`src/rtl/sort_feeder_pkg.sv`:
```
// sort_pkg: shared FSM state types and default geometry for the sort feeder.
package sort_pkg;
  localparam int AWIDTH_DEF = 8;
  localparam int DWIDTH_DEF = 8;
  typedef enum logic [1:0] {W_IDLE, W_FILL, W_DROP} wstate_e;
  typedef enum logic [1:0] {R_IDLE, R_SEND, R_FREE} rstate_e;
endpackage

```
`src/rtl/sort_feeder_bank_ram.sv`:
```
// sort_feeder_bank_ram: simple dual-port RAM, bank index is the address MSB, registered read.
module sort_feeder_bank_ram #(
  parameter int AWIDTH = 8,
  parameter int DWIDTH = 8
) (
  input  logic              clk_i,
  input  logic              rst_i,
  input  logic              we_i,
  input  logic [AWIDTH:0]   waddr_i,
  input  logic [DWIDTH-1:0] wdata_i,
  input  logic              re_i,
  input  logic [AWIDTH:0]   raddr_i,
  output logic [DWIDTH-1:0] rdata_o
);
  logic [DWIDTH-1:0] mem [2**(AWIDTH+1)];
  always_ff @(posedge clk_i) begin
    if (we_i) mem[waddr_i] <= wdata_i;
  end
  // Only the read register is cleared; the array itself keeps its contents.
  always_ff @(posedge clk_i) begin
    if (rst_i) rdata_o <= '0;
    else if (re_i) rdata_o <= mem[raddr_i];
  end
endmodule

```
`src/rtl/sort_feeder.sv`:
```
// sort_feeder: ping-pong packet buffer that hands only complete packets to the sorter.
module sort_feeder
  import sort_pkg::*;
#(
  parameter int AWIDTH = AWIDTH_DEF,
  parameter int DWIDTH = DWIDTH_DEF
) (
  input  logic              clk_i,
  input  logic              srst_i,
  input  logic [DWIDTH-1:0] data_i,
  input  logic              sop_i,
  input  logic              eop_i,
  input  logic              val_i,
  output logic [DWIDTH-1:0] data_o,
  output logic              sop_o,
  output logic              eop_o,
  output logic              val_o,
  input  logic              busy_i,
  output logic              drop_o,
  output logic              full_o
);
  wstate_e ws_q, ws_d;
  rstate_e rs_q, rs_d;
  logic wb_q, wb_d, rb_q, rb_d;
  logic [AWIDTH:0] wa_q, wa_d, ram_wa;
  logic [AWIDTH-1:0] ra_q, ra_d;
  logic [1:0] vld_q, vld_d, set_v, clr_v;
  logic [1:0][AWIDTH:0] len_q, len_d;
  logic drop_q, drop_d, sop_q, sop_d, eop_q, eop_d, val_q, val_d, full_q;
  logic we, re, last;
  assign last = {1'b0, ra_q} == len_q[rb_q] - 1'b1;
  assign vld_d = (vld_q | set_v) & ~clr_v;
  always_comb begin
    ws_d = ws_q;
    wb_d = wb_q;
    wa_d = wa_q;
    len_d = len_q;
    set_v = '0;
    drop_d = 1'b0;
    we = 1'b0;
    ram_wa = {wb_q, wa_q[AWIDTH-1:0]};
    if (val_i && sop_i) begin
      // A sop inside W_FILL restarts the current (already owned) bank.
      if (ws_q == W_FILL || !vld_q[wb_q]) begin
        we = 1'b1;
        ram_wa = {wb_q, {AWIDTH{1'b0}}};
        wa_d = {{AWIDTH{1'b0}}, 1'b1};
        drop_d = ws_q == W_FILL;
        ws_d = eop_i ? W_IDLE : W_FILL;
        if (eop_i) begin
          set_v[wb_q] = 1'b1;
          len_d[wb_q] = {{AWIDTH{1'b0}}, 1'b1};
          wb_d = ~wb_q;
        end
      end else begin
        drop_d = 1'b1;
        ws_d = eop_i ? W_IDLE : W_DROP;
      end
    end else if (val_i && ws_q == W_FILL) begin
      if (wa_q[AWIDTH]) begin
        drop_d = 1'b1;
        ws_d = eop_i ? W_IDLE : W_DROP;
      end else begin
        we = 1'b1;
        wa_d = wa_q + 1'b1;
        if (eop_i) begin
          set_v[wb_q] = 1'b1;
          len_d[wb_q] = wa_q + 1'b1;
          wb_d = ~wb_q;
          ws_d = W_IDLE;
        end
      end
    end else if (val_i && eop_i && ws_q == W_DROP) begin
      ws_d = W_IDLE;
    end
  end
  always_comb begin
    rs_d = rs_q;
    rb_d = rb_q;
    ra_d = ra_q;
    clr_v = '0;
    re = 1'b0;
    val_d = 1'b0;
    sop_d = 1'b0;
    eop_d = 1'b0;
    if (rs_q == R_IDLE && vld_q[rb_q] && !busy_i) begin
      rs_d = R_SEND;
      ra_d = '0;
    end else if (rs_q == R_SEND) begin
      re = 1'b1;
      val_d = 1'b1;
      sop_d = ra_q == '0;
      eop_d = last;
      ra_d = ra_q + 1'b1;
      rs_d = last ? R_FREE : R_SEND;
    end else if (rs_q == R_FREE) begin
      clr_v[rb_q] = 1'b1;
      rb_d = ~rb_q;
      rs_d = R_IDLE;
    end
  end
  always_ff @(posedge clk_i) begin
    if (srst_i) begin
      ws_q <= W_IDLE;
      rs_q <= R_IDLE;
      wb_q <= 1'b0;
      rb_q <= 1'b0;
      wa_q <= '0;
      ra_q <= '0;
      vld_q <= '0;
      len_q <= '0;
      drop_q <= 1'b0;
      sop_q <= 1'b0;
      eop_q <= 1'b0;
      val_q <= 1'b0;
      full_q <= 1'b0;
    end else begin
      ws_q <= ws_d;
      rs_q <= rs_d;
      wb_q <= wb_d;
      rb_q <= rb_d;
      wa_q <= wa_d;
      ra_q <= ra_d;
      vld_q <= vld_d;
      len_q <= len_d;
      drop_q <= drop_d;
      sop_q <= sop_d;
      eop_q <= eop_d;
      val_q <= val_d;
      full_q <= &vld_d;
    end
  end
  sort_feeder_bank_ram #(.AWIDTH(AWIDTH), .DWIDTH(DWIDTH)) u_ram (
    .clk_i   (clk_i),
    .rst_i   (srst_i),
    .we_i    (we),
    .waddr_i (ram_wa),
    .wdata_i (data_i),
    .re_i    (re),
    .raddr_i ({rb_q, ra_q}),
    .rdata_o (data_o)
  );
  assign sop_o = sop_q;
  assign eop_o = eop_q;
  assign val_o = val_q;
  assign drop_o = drop_q;
  assign full_o = full_q;
endmodule
```
`config.mk`:
```
export PLATFORM = sky130hd
export DESIGN_NAME = sort_feeder
export DESIGN_NICKNAME = d
export VERILOG_FILES = /design/src/rtl/sort_feeder_pkg.sv /design/src/rtl/sort_feeder_bank_ram.sv /design/src/rtl/sort_feeder.sv
export SDC_FILE = /design/constraint.sdc
export NUM_CORES = 2
export LEC_CHECK = 0
export BUFFER_PORTS_ARGS = -buffer_cell sky130_fd_sc_hd__buf_2
export CAP_MARGIN = 40
export CELL_PAD_IN_SITES_DETAIL_PLACEMENT = 1
export CELL_PAD_IN_SITES_GLOBAL_PLACEMENT = 2
export CORE_MARGIN = 5
export CORE_UTILIZATION = 51
export DETAILED_ROUTE_END_ITERATION = 8
export MAX_ROUTING_LAYER = met4
export PLACE_DENSITY_LB_ADDON = 0.1
export SLEW_MARGIN = 40
export SYNTH_ARGS = -nofsm -noshare
export SYNTH_HDL_FRONTEND = slang
export SYNTH_SLANG_ARGS = --single-unit
```
`constraint.sdc`:
```
create_clock -name clk_i -period 3.28 [get_ports clk_i]
set_input_delay 0.656 -clock clk_i [delete_from_list [all_inputs] [get_ports clk_i]]
set_output_delay 0.656 -clock clk_i [all_outputs]
set_load 0.05 [all_outputs]
```
# ---- Word level (Yosys, flattened, before mapping)
# Memories as Yosys holds them, arrays and structs flattened. A register that Yosys moved wholly into a read port is not among the register bits.
# Index checks and enable logic that the tools add are counted.
dict set report classes {
  n_addsub 3
  n_lt_le_gt_ge 4
  n_eq_ne 10
  muxes 62
  n_bitwise 10
  n_reduce_logical 25
}
# operator n
set op_table {}
lappend op_table {{$mux 18} 6}
lappend op_table {{$mux 9} 7}
lappend op_table {{$mux 2} 18}
lappend op_table {{$mux 1} 25}
lappend op_table {{$bwmux 18} 1}
lappend op_table {{$and 16x16->16} 1}
lappend op_table {{$mux 8} 2}
lappend op_table {{$not 16->16} 1}
lappend op_table {{$add 9x1->9 const B} 1}
lappend op_table {{$demux 9 s1} 1}
lappend op_table {{$eq 8x9->1} 1}
lappend op_table {{$sub 9x1->9 const B} 1}
lappend op_table {{$add 8x1->8 const B} 1}
lappend op_table {{$logic_and 1x1->1} 8}
lappend op_table {{$logic_not 8->1} 1}
lappend op_table {{$reduce_and 2->1} 3}
lappend op_table {{$reduce_and 3->1} 2}
lappend op_table {{$reduce_bool 3->1} 2}
lappend op_table {{$reduce_and 5->1} 1}
lappend op_table {{$eq 2x1->1 const B} 2}
lappend op_table {{$eq 2x2->1 const B} 2}
lappend op_table {{$lt 1x2->1 const B} 2}
lappend op_table {{$ne 2x1->1 const B} 2}
lappend op_table {{$ne 2x2->1 const B} 2}
lappend op_table {{13 further kinds} 21}
dict set report totals {
  register_bits 48
  ram_bits 4096
  inputBits 14
  out_inout_bits 13
  elab_cells 131
  memories 1
}
# memory words word_bits rd rd_ports_with_merged_regs wr line_no
set mem_list {}
lappend mem_list {u_ram.mem 512 8 1 1 1 sort_feeder_bank_ram.sv:15} ;# logic [DWIDTH-1:0] mem [2**(AWIDTH+1)];

# ---- Logic depth before layout (Yosys ltp)
dict set report logic_depth {
  depth_word 11
  mapped_depth 15
  depth_no_buf 9
}

# ---- Hierarchy
# Synthesis repeated with hierarchy kept, for this count alone.
dict set report hier_totals {
  cells_unflattened 7695
  area_unflattened_um2 162269.4
}
# mod instances cells_each area_per_inst_um2 seq_area_each_um2
set modules_own_cells {}
lappend modules_own_cells {sort_feeder_bank_ram 1 7391 159767.0 123158.1}
lappend modules_own_cells {sort_feeder 1 304 2502.4 960.9}

# ---- Worst setup path before layout
# No wires, ideal clock.
dict set report synth_timing {
  path_kind {reg2reg}
  startpoint {register ra_q[0]}
  endpoint {register u_ram.rdata_o[3], read port of u_ram.mem}
  setup_ps 136
  arrival_ps 2763
  required_ps 3144
  setup_slack_ps 381
  stages_incl_launch_ff 10
  n_path_buf 4
  synth_period_minus_slack_ps 2899
  cell_sequence {dfxtp_1 buf_6 buf_6 buf_2 buf_2 mux4_2 mux4_2 a221o_1 o2111ai_1 o211ai_1}
}
# item line_no
set synth_rtl {}
lappend synth_rtl {{from (decl)} sort_feeder.sv:26} ;# logic [AWIDTH-1:0] ra_q, ra_d;
lappend synth_rtl {{from (signal assigned)} sort_feeder.sv:123} ;# ra_q <= ra_d;
lappend synth_rtl {{to (decl)} sort_feeder_bank_ram.sv:13} ;# output logic [DWIDTH-1:0] rdata_o

==> qor.log <==
qor: status.outcome finished, violations left
qor: status.violations negative setup slack
qor: floorplanning.die_y 573 µm
qor: route.wl 519 mm
qor: floorplanning.area_of_the_core 315,000 µm²
qor: grt.grt.overflow.total 0
qor: route.via_count 88,700
qor: critical_path.r2r-start ra_q[3]$_SDFFE_PP0P_
qor: sta.timing.final.hold_violations 0
qor: grt.grt_antenna_before_repair 40
qor: clock_tree.clkSinkCount 4,152
qor: layout.final_core_util 61.5%
qor: synthesis.syn_nets 7,646
qor: sta.layout_worst_path_cycle_share 114%
qor: layout.final_layout_size_suffix_gt1_share 35.5%
qor: synthesis.synthArstFlopShare 0%
qor: floorplanning.dieArea 328,000 µm²
qor: placement.port_buffers 26
qor: synthesis.yosys.cell_types.count 71
qor: clock_tree.clock_latency_reported_for_the_late_side_of_the_worst_skew_pair 0.99 ns
qor: sta.final-setup-viol-count 8
qor: grt.grt_start_max_net_pins 152
qor: layout.design.final.nets 9,178
qor: worst_hold_path.min-delay-start data_i[0]
qor: floorplanning.chipWidth 573 µm
qor: critical_path.arrival 4.56 ns
qor: worst_hold_path.hold_class input port to flop
qor: route.via_per_inst 6.48
qor: synthesis.synth_top_area_cell edfxtp_1
qor: sta.period_minus_slack 3.73 ns
qor: grt.grt_pass1_wl 727 mm
qor: sta.final.setup.worst_slack -0.452 ns
qor: floorplanning.io_pins 27
qor: route.drt-pass1-iter-count 6
qor: critical_path.worst_ep_required_time 4.11 ns
qor: grt.grtUsageMet1 44.3%
qor: sta.max_clock_freq 268 MHz
qor: route.detailedRoute.firstIterationViolations 12,000
qor: synthesis.gate_count_of_the_mapped_netlist 7,624
qor: power.total_leakage_power 62.3 nW
qor: job.max_cap_viols 0
qor: grt.groute.layer.met3.usage 5.71%
qor: sta.final_max_slew_viol_count 0
qor: sta.timing.slew.headroom 32.1%
qor: synthesis.postSynthRegisterBits 4,152
qor: floorplanning.placementRows 206
qor: critical_path.crit_type flop to flop
qor: grt.grt.busiest_layer met2
qor: placement.placer_congestion_estimate 0.906
qor: grt.grtUsageTotal 32.3%
qor: sta.post_route_setup_tns -2.15 ns
qor: clock_tree.clock_tree.buffer_depth 4
qor: synthesis.synth.cell_area 162,000 µm²
qor: layout.area_growth_syn_to_layout 19.9%
qor: sta.grt_setup_unrepaired yes
qor: route.ant_nets 0
qor: sta.worstMarginPinSlew 1.02 ns
qor: clock_tree.tritoncts_clock_tree yes
qor: power.total_power 0.117 W
qor: grt.via_count_of_the_first_global_routing_pass 90,700
qor: floorplanning.initial_utilization 51.3%
qor: route.wl_per_instance 37.9 µm
qor: synthesis.avgSynthCellArea 21.2 µm²
qor: critical_path.critPathLaunch ra_q[3]$_SDFFE_PP0P_
qor: synthesis.postSynth.topFlopCell edfxtp_1
qor: clock_tree.cts-buffers-inserted 424
qor: critical_path.cp-start-kind flop
qor: synthesis.post-synth-top-area-fraction 76.1%
qor: clock_tree.h-tree-depth 5
qor: critical_path.path_max_fanout 10
qor: synthesis.synth_warnings 0
qor: placement.dpl.hpwl 335 mm
qor: power.p_per_area 603 nW/µm²
qor: route.drcViolationCount 0
qor: clock_tree.cts_root_buf clkbuf_16
qor: synthesis.synth_area_leaders edfxtp_1, mux4_2, mux2i_1
qor: synthesis.ys_seq_area_share 76.8%
qor: sta.worst_clock_skew 0.0721 ns
qor: synthesis.number_of_flops_mapped_to_enable_cells_by_yosys 4,096
qor: placement.post-place-ws -1.20 ns
qor: power.vdd_drop_max 0.000533 V
qor: grt.groute.layer.met2.usage 50.0%
qor: critical_path.worst_setup_path_end_kind flop
qor: clock_tree.cts.reportedPaths.clkPinSlew 0.06 ns
[critical path, stage by stage, from the launching register on]
cell and delay (ns):
dfxtp_4 0.56, buf_4 0.24, buf_4 0.25, buf_4 0.29, a221oi_1 0.13, a21o_1 0.19
a222oi_1 0.73, buf_4 0.25, a21oi_1 0.08, a221o_1 0.38, a21oi_4 0.34, o32ai_2 0.13
[power breakdown]
part / internal, W / switching, W / total [W] / leakage, nW
clock network: 0.0283 / 0.0207 / 0.0489 / 6.80
registers: 0.0583 / 0.0000597 / 0.0583 / 37.3
logic: 0.00458 / 0.00505 / 0.00963 / 18.2
[flip-flops by register name (all words and copies together), names as in the netlist]
register,flops
wa_q,9
vld_q,2
eop_o,1
len_q,18
wb_q,1
sop_o,1
val_o,1
u_ram.mem,4096
ra_q,8
full_o,1
u_ram.rdata_o,8
drop_o,1
rb_q,1
ws_q,2
rs_q,2
[cells in the mapped netlist, types with 7 or more instances]
master	number
a22oi_1	99
nor3b_1	9
buf_2	134
o2111ai_1	15
clkbuf_1	198
o21ai_0	77
buf_1	40
nand2b_1	15
a2111oi_0	11
buf_4	53
xnor2_1	16
nand2_1	225
o221ai_1	19
a311oi_1	9
mux2i_1	279
nor2_1	613
and3_1	10
a221oi_1	37
a221o_1	8
o211ai_1	21
nand3_1	51
mux2_2	24
a31oi_1	15
dfxtp_1	56
o22ai_1	54
and2_1	13
a21o_1	9
a22o_1	8
nand4_1	11
a21oi_1	127
a211oi_1	24
nor3_1	30
ha_1	8
mux4_2	1038
buf_6	42
nor2b_1	27
inv_1	8
nor4_1	7
edfxtp_1	4096
o32ai_1	8
or3_1	7
[worst paths after layout]
check,to,cells past startpoint,slack (ns)
worst max-delay path,u_ram.rdata_o[1]$_SDFFE_PP0P_,11,-0.45
worst min-delay path,u_ram.mem[59][0]$_DFFE_PP_,1,0.1
worst max register to register,u_ram.rdata_o[1]$_SDFFE_PP0P_,11,-0.45
worst min register to register,len_q[7]$_SDFFE_PP0P_,2,0.45
[layout by cell type, fill, tap and decap left out, types with 13 or more instances in the layout]
cell type   instances
o221ai_1           16
nor3_1             27
clkinv_1           95
mux2i_1           270
clkbuf_16         430
diode_2            23
edfxtp_1         4096
a221oi_1           31
nor2_1            599
o22ai_1            51
o211ai_1           21
nor2b_1            21
nand2_4            15
nand2_1           204
mux2_2             23
clkbuf_1           78
buf_16             17
clkinv_2           79
a211oi_1           23
buf_12            158
clkinvlp_4         14
a21oi_1           115
buf_8              15
o2111ai_1          13
nand3_1            47
o21ai_0            65
buf_2              18
bufinv_16          55
buf_4            1323
buf_6              27
a22oi_1            94
xnor2_1            16
mux4_2           1038
dfxtp_1            48
[per-layer routing]
| layer | routed length [µm] | up-vias |
|---|---|---|
| li1 | - | 34900 |
| met1 | 205000 | 48100 |
| met2 | 250000 | 4712 |
| met3 | 44100 | 875 |
| met4 | 20200 | 0 |
| met5 | 0 | - |
[through the flow]
stage                     area, µm²  cells  hold WS, ns
after global placement       178000  12800        0.441
after global routing         194000  13700       0.0535
after CTS                    193000  13600       0.0209
after floorplan              162000   7624        0.433
after detailed placement     178000  12800        0.448
final                        194000  13700       0.0964
[timing repair]
item                       in CTS  in global routing
cloned                         13                  2
resized for setup             131                 53
pin swaps                      23                 19
setup endpoints to repair       8                  8
hold buffers                    2                  0
hold endpoints to repair        1                  0
setup buffers                  55                 32
[layout make-up]
cell class / instances / area, µm²
flip-flops and latches: 4152 / 124000
fillers: 26200 / 121000
multi-input cells: 2993 / 35800
repair buffers: 1573 / 14600
clock buffers: 506 / 11000
well taps: 4160 / 5200
clock inverters: 273 / 2950
diodes: 23 / 57.6
inverters: 12 / 52.6
[cell families (layout without fill, tap and decap cells)]
family	after synthesis	in the layout	share of synthesized area [%]
flops	4152	4152	76.8
mux	1341	1341	16.4
simple gates	1037	1037	2.68
compound gates	586	586	2.49
buf+inv	479	2364	1.53
xor+xnor	21	21	0.114
fa+ha+maj	8	8	0.0619
other cells	0	23	0
(Power assumes the default switching activity.)
